## src/rtl/taller_keys_in_if.sv

```systemverilog
// rtl/taller_keys_in_if.sv - Avalon-MM register bus bundle for the taller_keys_in key port
interface taller_keys_in_if;
   logic [2:0]  address;
   logic        chipselect;
   logic        write_n;
   logic [31:0] writedata;
   logic [31:0] readdata;

   modport master (
      output address,
      output chipselect,
      output write_n,
      output writedata,
      input  readdata
   );

   modport slave (
      input  address,
      input  chipselect,
      input  write_n,
      input  writedata,
      output readdata
   );
endinterface

```

## src/rtl/taller_keys_in.sv

```systemverilog
// rtl/taller_keys_in.sv - debounced active-low key input port with edge capture and irq; debounce enabled by macro TALLER_KEYS_DEBOUNCE_EN
module taller_keys_in #(
   parameter int WIDTH           = 4,
   parameter int DEBOUNCE_CYCLES = 50000
) (
   input  logic              clk,
   input  logic              reset_n,
   taller_keys_in_if.slave   bus,
   input  logic [WIDTH-1:0]  in_port,
   output logic              irq
);

   localparam logic [2:0] ADDR_STABLE = 3'd0;
   localparam logic [2:0] ADDR_MASK   = 3'd2;
   localparam logic [2:0] ADDR_EDGE   = 3'd3;

   logic [WIDTH-1:0] sync1;
   logic [WIDTH-1:0] sync2;
   logic [WIDTH-1:0] stable;
   logic [WIDTH-1:0] load;
   logic [WIDTH-1:0] press;
   logic [WIDTH-1:0] clr;
   logic [WIDTH-1:0] irqmask;
   logic [WIDTH-1:0] edgecapture;
   logic             wr_en;
   logic             unused_bits;

   // two-flop synchronizer; idle level is released (all ones)
   always_ff @(posedge clk or negedge reset_n) begin
      if (!reset_n) begin
         sync1 <= '1;
         sync2 <= '1;
      end else begin
         sync1 <= in_port;
         sync2 <= sync1;
      end
   end

`ifdef TALLER_KEYS_DEBOUNCE_EN
   // counter only has to reach DEBOUNCE_CYCLES-1, so clog2 bits never wrap first
   localparam int CNT_W = (DEBOUNCE_CYCLES > 2) ? $clog2(DEBOUNCE_CYCLES) : 1;
   localparam logic [CNT_W-1:0] CNT_LAST = CNT_W'(DEBOUNCE_CYCLES - 1);

   for (genvar i = 0; i < WIDTH; i++) begin : g_debounce
      logic [CNT_W-1:0] cnt;

      // count consecutive cycles that the synchronized level disagrees with stable
      always_ff @(posedge clk or negedge reset_n) begin
         if (!reset_n) begin
            cnt <= '0;
         end else if (sync2[i] == stable[i]) begin
            cnt <= '0;
         end else if (cnt == CNT_LAST) begin
            cnt <= '0;
         end else begin
            cnt <= cnt + 1'b1;
         end
      end

      assign load[i] = (sync2[i] != stable[i]) && (cnt == CNT_LAST);
   end

   assign unused_bits = ^bus.writedata;
`else
   // without debouncing the synchronized level is accepted every clock
   assign load        = '1;
   assign unused_bits = ^{bus.writedata, DEBOUNCE_CYCLES[0]};
`endif

   // a press is a 1->0 transition of stable happening this cycle
   assign press = stable & load & ~sync2;

   assign wr_en = bus.chipselect && !bus.write_n;
   assign clr   = (wr_en && bus.address == ADDR_EDGE) ? bus.writedata[WIDTH-1:0] : '0;

   // accepted key level register
   always_ff @(posedge clk or negedge reset_n) begin
      if (!reset_n) begin
         stable <= '1;
      end else begin
         stable <= (stable & ~load) | (sync2 & load);
      end
   end

   // interrupt mask register, written at address 2
   always_ff @(posedge clk or negedge reset_n) begin
      if (!reset_n) begin
         irqmask <= '0;
      end else if (wr_en && bus.address == ADDR_MASK) begin
         irqmask <= bus.writedata[WIDTH-1:0];
      end
   end

   // sticky press capture; a new press beats a simultaneous clear
   always_ff @(posedge clk or negedge reset_n) begin
      if (!reset_n) begin
         edgecapture <= '0;
      end else begin
         edgecapture <= (edgecapture & ~clr) | press;
      end
   end

   assign irq = |(edgecapture & irqmask);

   // zero-wait-state read mux, unused addresses and upper bits read as zero
   always_comb begin
      bus.readdata = '0;
      case (bus.address)
         ADDR_STABLE: bus.readdata[WIDTH-1:0] = stable;
         ADDR_MASK:   bus.readdata[WIDTH-1:0] = irqmask;
         ADDR_EDGE:   bus.readdata[WIDTH-1:0] = edgecapture;
         default:     bus.readdata = '0;
      endcase
   end

endmodule

```

## src/flat_wrapper.sv

```systemverilog
// flat-port wrapper written by rule: the top's interface ports become plain ports
module taller_keys_in_flat 
#(
   parameter int WIDTH           = 4,
   parameter int DEBOUNCE_CYCLES = 50000
)
  (clk, reset_n, in_port, irq, bus_address, bus_chipselect, bus_write_n, bus_writedata, bus_readdata);
  taller_keys_in_if bus_i ();
  input  logic clk;
  input  logic reset_n;
  input  logic [WIDTH-1:0] in_port;
  output logic irq;
  input wire logic [$bits(bus_i.address)-1:0] bus_address;
  input wire logic [$bits(bus_i.chipselect)-1:0] bus_chipselect;
  input wire logic [$bits(bus_i.write_n)-1:0] bus_write_n;
  input wire logic [$bits(bus_i.writedata)-1:0] bus_writedata;
  output wire logic [$bits(bus_i.readdata)-1:0] bus_readdata;
  assign bus_i.address = bus_address;
  assign bus_i.chipselect = bus_chipselect;
  assign bus_i.write_n = bus_write_n;
  assign bus_i.writedata = bus_writedata;
  assign bus_readdata = bus_i.readdata;
  taller_keys_in #(.WIDTH(WIDTH), .DEBOUNCE_CYCLES(DEBOUNCE_CYCLES)) u_core (.clk(clk), .reset_n(reset_n), .bus(bus_i), .in_port(in_port), .irq(irq));
endmodule
```

## config.mk

```make
export PLATFORM = sky130hd
export DESIGN_NAME = taller_keys_in_flat
export DESIGN_NICKNAME = d
export VERILOG_FILES = /design/src/rtl/taller_keys_in_if.sv /design/src/rtl/taller_keys_in.sv /design/src/flat_wrapper.sv
export SDC_FILE = /design/constraint.sdc
export NUM_CORES = 1
export LEC_CHECK = 0
export BUFFER_PORTS_ARGS = -buffer_cell sky130_fd_sc_hd__buf_2
export CAP_MARGIN = 20
export CORE_MARGIN = 3
export CORE_UTILIZATION = 42
export CTS_CLUSTER_DIAMETER = 120
export DETAILED_ROUTE_END_ITERATION = 6
export PLACE_DENSITY_LB_ADDON = 0.12
export SYNTH_ARGS = -nofsm -noshare
export SYNTH_HDL_FRONTEND = slang
export SYNTH_SLANG_ARGS = --single-unit
```

## constraint.sdc

```tcl
create_clock -name clk -period 3.7 [get_ports clk]
set_input_delay 1.11 -clock clk [delete_from_list [all_inputs] [get_ports clk]]
set_output_delay 1.11 -clock clk [all_outputs]
set_load 0.01 [all_outputs]
```

Word-level counts from Yosys, hierarchy flattened
Index checks and enable logic that the tools add are counted.
{ "totals": {"wordCells": 21, "output_inout_bits": 33, "inputBits": 43, "regBits": 20} }
{ "op_classes": {"n_bitwise": 6, "n_reduce_logical": 6, "mux": 2, "n_eq_ne": 2} }
{ "ops": {"columns": ["cell", "n"], "rows": [
  ["bitwise AND 4 bit", 3],
  ["one-hot mux 4 bit (3 select lines)", 1],
  ["inverter 4 bit", 2],
  ["== test 3 x 2 -> 1 bit, second input constant", 2],
  ["2-to-1 mux 4 bit", 1],
  ["bitwise OR 4 bit", 1],
  ["OR reduction 4 bit", 1],
  ["logical AND 1 bit", 3],
  ["zero test 3 bit", 1],
  ["zero test 1 bit", 1]
]} }

Longest topological paths before layout
{ "depth": {"ltp_word": 7, "mapped_depth": 4, "ltp_nobuf": 3} }

Worst setup path before layout
Ideal clock, no wire load.
{ "synth_timing": {"path_kind": "input to output", "start": "in bus_address[1]", "end": "out bus_readdata[0]", "required_ns": 2.590, "cell_stages": 4, "arrival_ns": 1.840, "path_slack_ns": 0.750, "path_buffers": 1, "path_cell_list": "buf_1 -> mux2i_1 -> o21a_1 -> nor2_1"} }
{ "synth_via": {"elab_chain_len": 2, "word_cells_on_any_way": 4, "classes_between": "2 x eq/ne; 1 x mux; 1 x reduce/logical"} }
{ "synth_rtl": {"columns": ["item", "line", "rtl"], "rows": [
  ["from (decl)", "flat_wrapper.sv:13", "input wire logic [$bits(bus_i.address)-1:0] bus_address;"],
  ["== test 3 x 2 -> 1 bit / zero test 3 bit (equally long branches)", "taller_keys_in.sv:108", "case (bus.address)"],
  ["one-hot mux 4 bit (3 select lines) *", "taller_keys_in.sv:108", null],
  ["to (decl)", "flat_wrapper.sv:17", "output wire logic [$bits(bus_i.readdata)-1:0] bus_readdata;"]
]} }
Every way passes the cells marked *; elsewhere a longest branch is shown, timed or not.

Worst setup path in the final report
{ "layout_timing": {"start": "in bus_address[1]", "end": "out bus_readdata[3]"} }
Same word-level chain as after synthesis.

==> impl_metrics.ini <==
[clock_network]
cts_buffers = 3
ctsRootBufferMaster = clkbuf_4
clk_pin_slew_ps = 110
clock_latency_ps = 290
cts_hold_buf = 0
ctsResizeCount = 0
cts_setup_buffers = 0
clock_path_buffers = 2
clock-sinks = 20
cts_tree = built
htree_levels = 1

[grt]
grt-ovfl-total = 0
antenna_found_initial = 0
grt_pass1_vias = 582
grt_max_degree = 21
grt_pass1_wl_um = 2720
track_usage = 0.112

[power]
p_total_mw = 0.435
power_density_mw_per_mm2 = 411
ir_worst_vdd_uv = 166
p_leak_nw = 0.528

[worst_setup_path]
path_cells = buf_2 -> mux2i_1 -> o21a_1 -> nor2_1 -> buf_2
slowest_delay_ps = 260
cp_slowest_cell = buf_2
cp-end-kind = output pin
r2r_cells = 2
critical_path_class = in2out
r2r_end = u_core.edgecapture[3]
start_kind = primary input
reg2reg_from = u_core.stable[3]
cp.required_ps = 2590
cp.arrival_ps = 1910
cp_common_cell = buf_2
regToRegSetupSlack_ps = 2910
worstPathMaxFanout = 13

[status]
status = completed

[synthesis]
ys_seq_area_frac = 0.506
ys_types = 16
ys_ff_latch = 20
ys_warn_count = 0
synthCells = 92
syn-cell-area_mm2 = 0.00102
synth_area_per_cell_um2 = 11.1

[layout]
fin_area_mm2 = 0.00106
area_growth_pct = 3.93
nets = 156
final_common_cell = conb_1
utilization = 0.469
layout-drive-gt1-share = 0.357
antenna_cells = 0
mostFrequentLayoutCells = 28 x conb_1, 19 x buf_2, 12 x dfstp_2

[job]
cap_violations = 0

[die]
die_width_um = 55.2
die_y_um = 55.2
start_util = 0.452
core_area_mm2 = 0.00225
ios = 76
dieArea_mm2 = 0.00305
rows = 17

[worst_hold_path]
worstHoldPathType = reg2reg
holdPathEnd = u_core.sync2[3]
worstHoldPathCells = 0
worstHoldStart = u_core.sync1[3]

[timing]
period_minus_slack_ps = 3020
setup-violations-final = 0
hold_violations = 0
fmax_mhz = 331
rsz0062_at_grt = no
post-route-period-util = 0.816
fin_skew_ps = 6.90
drv_slew = 0
fin_tns_setup_ps = 0

[place]
io_buffers = 19
place_area_mm2 = 0.00103
dp_hpwl_um = 1210
place_congestion = 0.740

[route]
wirelength_um = 1590
ant_nets = 0
dr.pass1.iters = 2
via_per_inst = 4.45
drt_iter0_markers = 9
via_count = 623
wl_per_cell_um = 11.4
drc = 0
## final cells by class
cell class                      instances  area (um2)
Tap cell                               28        35.0
Inverter                                4        15.0
Fill cell                             236        1200
Clock buffer                            4        26.3
Sequential cell                        20         515
Timing Repair Buffer                   19        95.1
Multi-Input combinational cell         65         372
## kinds of logic after synthesis
kind of cell	Yosys count	synth area share
AO/OA/AOI/OAI	14	0.0835
AND/OR/NAND/NOR	15	0.0798
buffers and inverters	34	0.228
multiplexers	8	0.0983
other	1	0.00368
flip-flops	20	0.506
## Yosys cell counts
cell type | count | area [um2]
a22oi_1 | 2 | 15.0
buf_1 | 1 | 3.75
buf_4 | 28 | 210
clkbuf_1 | 1 | 3.75
conb_1 | 1 | 3.75
dfrtp_1 | 8 | 200
dfstp_2 | 12 | 315
inv_1 | 4 | 15.0
mux2_4 | 4 | 60.1
mux2i_1 | 4 | 40.0
nand2_1 | 1 | 3.75
nand3_1 | 8 | 40.0
nor2_1 | 4 | 15.0
o21a_1 | 4 | 30.0
o21ai_0 | 8 | 40.0
or3b_4 | 2 | 22.5
## per-stage QoR
| step | hold slack [ps] | worst slack, ps | std cells |
|---|---|---|---|
| 3_3_place_gp | 346 | 711 | 136 |
| 3_5_place_dp | 348 | 684 | 136 |
| 6_report | 354 | 680 | 140 |
| 2_1_floorplan | 345 | 750 | 119 |
| 5_1_grt | 362 | 610 | 140 |
| 4_1_cts | 354 | 677 | 140 |
## worst max-delay path by stage
stage | start | endpoint | cells after the start
after floorplan | bus_address[1] | bus_readdata[0] | 4
after detailed placement | bus_address[1] | bus_readdata[3] | 5
after global routing | bus_address[1] | bus_readdata[3] | 5
after global placement | bus_address[1] | bus_readdata[3] | 5
final | bus_address[1] | bus_readdata[3] | 5
after CTS | bus_address[1] | bus_readdata[3] | 5
## routing by layer
metal / GRT usage / up-vias / wire, um
li1: - / 287 / -
met1: 0.138 / 306 / 692
met2: 0.172 / 28 / 742
met3: 0.0374 / 2 / 147
met4: 0.0625 / 0 / 8
met5: 0 / - / 0
## flip-flops by register name, indices dropped and copies added, names as in the netlist
name / flops
u_core.edgecapture: 4
u_core.irqmask: 4
u_core.stable: 4
u_core.sync1: 4
u_core.sync2: 4
## worst max-delay path, delay by kind of cell
kind | cells | cell delay [ps]
AOI/OAI and AO/OA | 1 | 130
and+or+nand+nor | 1 | 30
buffers and inverters | 2 | 390
muxes | 1 | 240
## where the power goes
group	internal (mW)	switching [mW]	total, mW
logic	0.0364	0.0419	0.0784
clock network	0.0418	0.0601	0.102
registers	0.242	0.0120	0.254
Note: power is estimated with default switching activity, not from simulation.
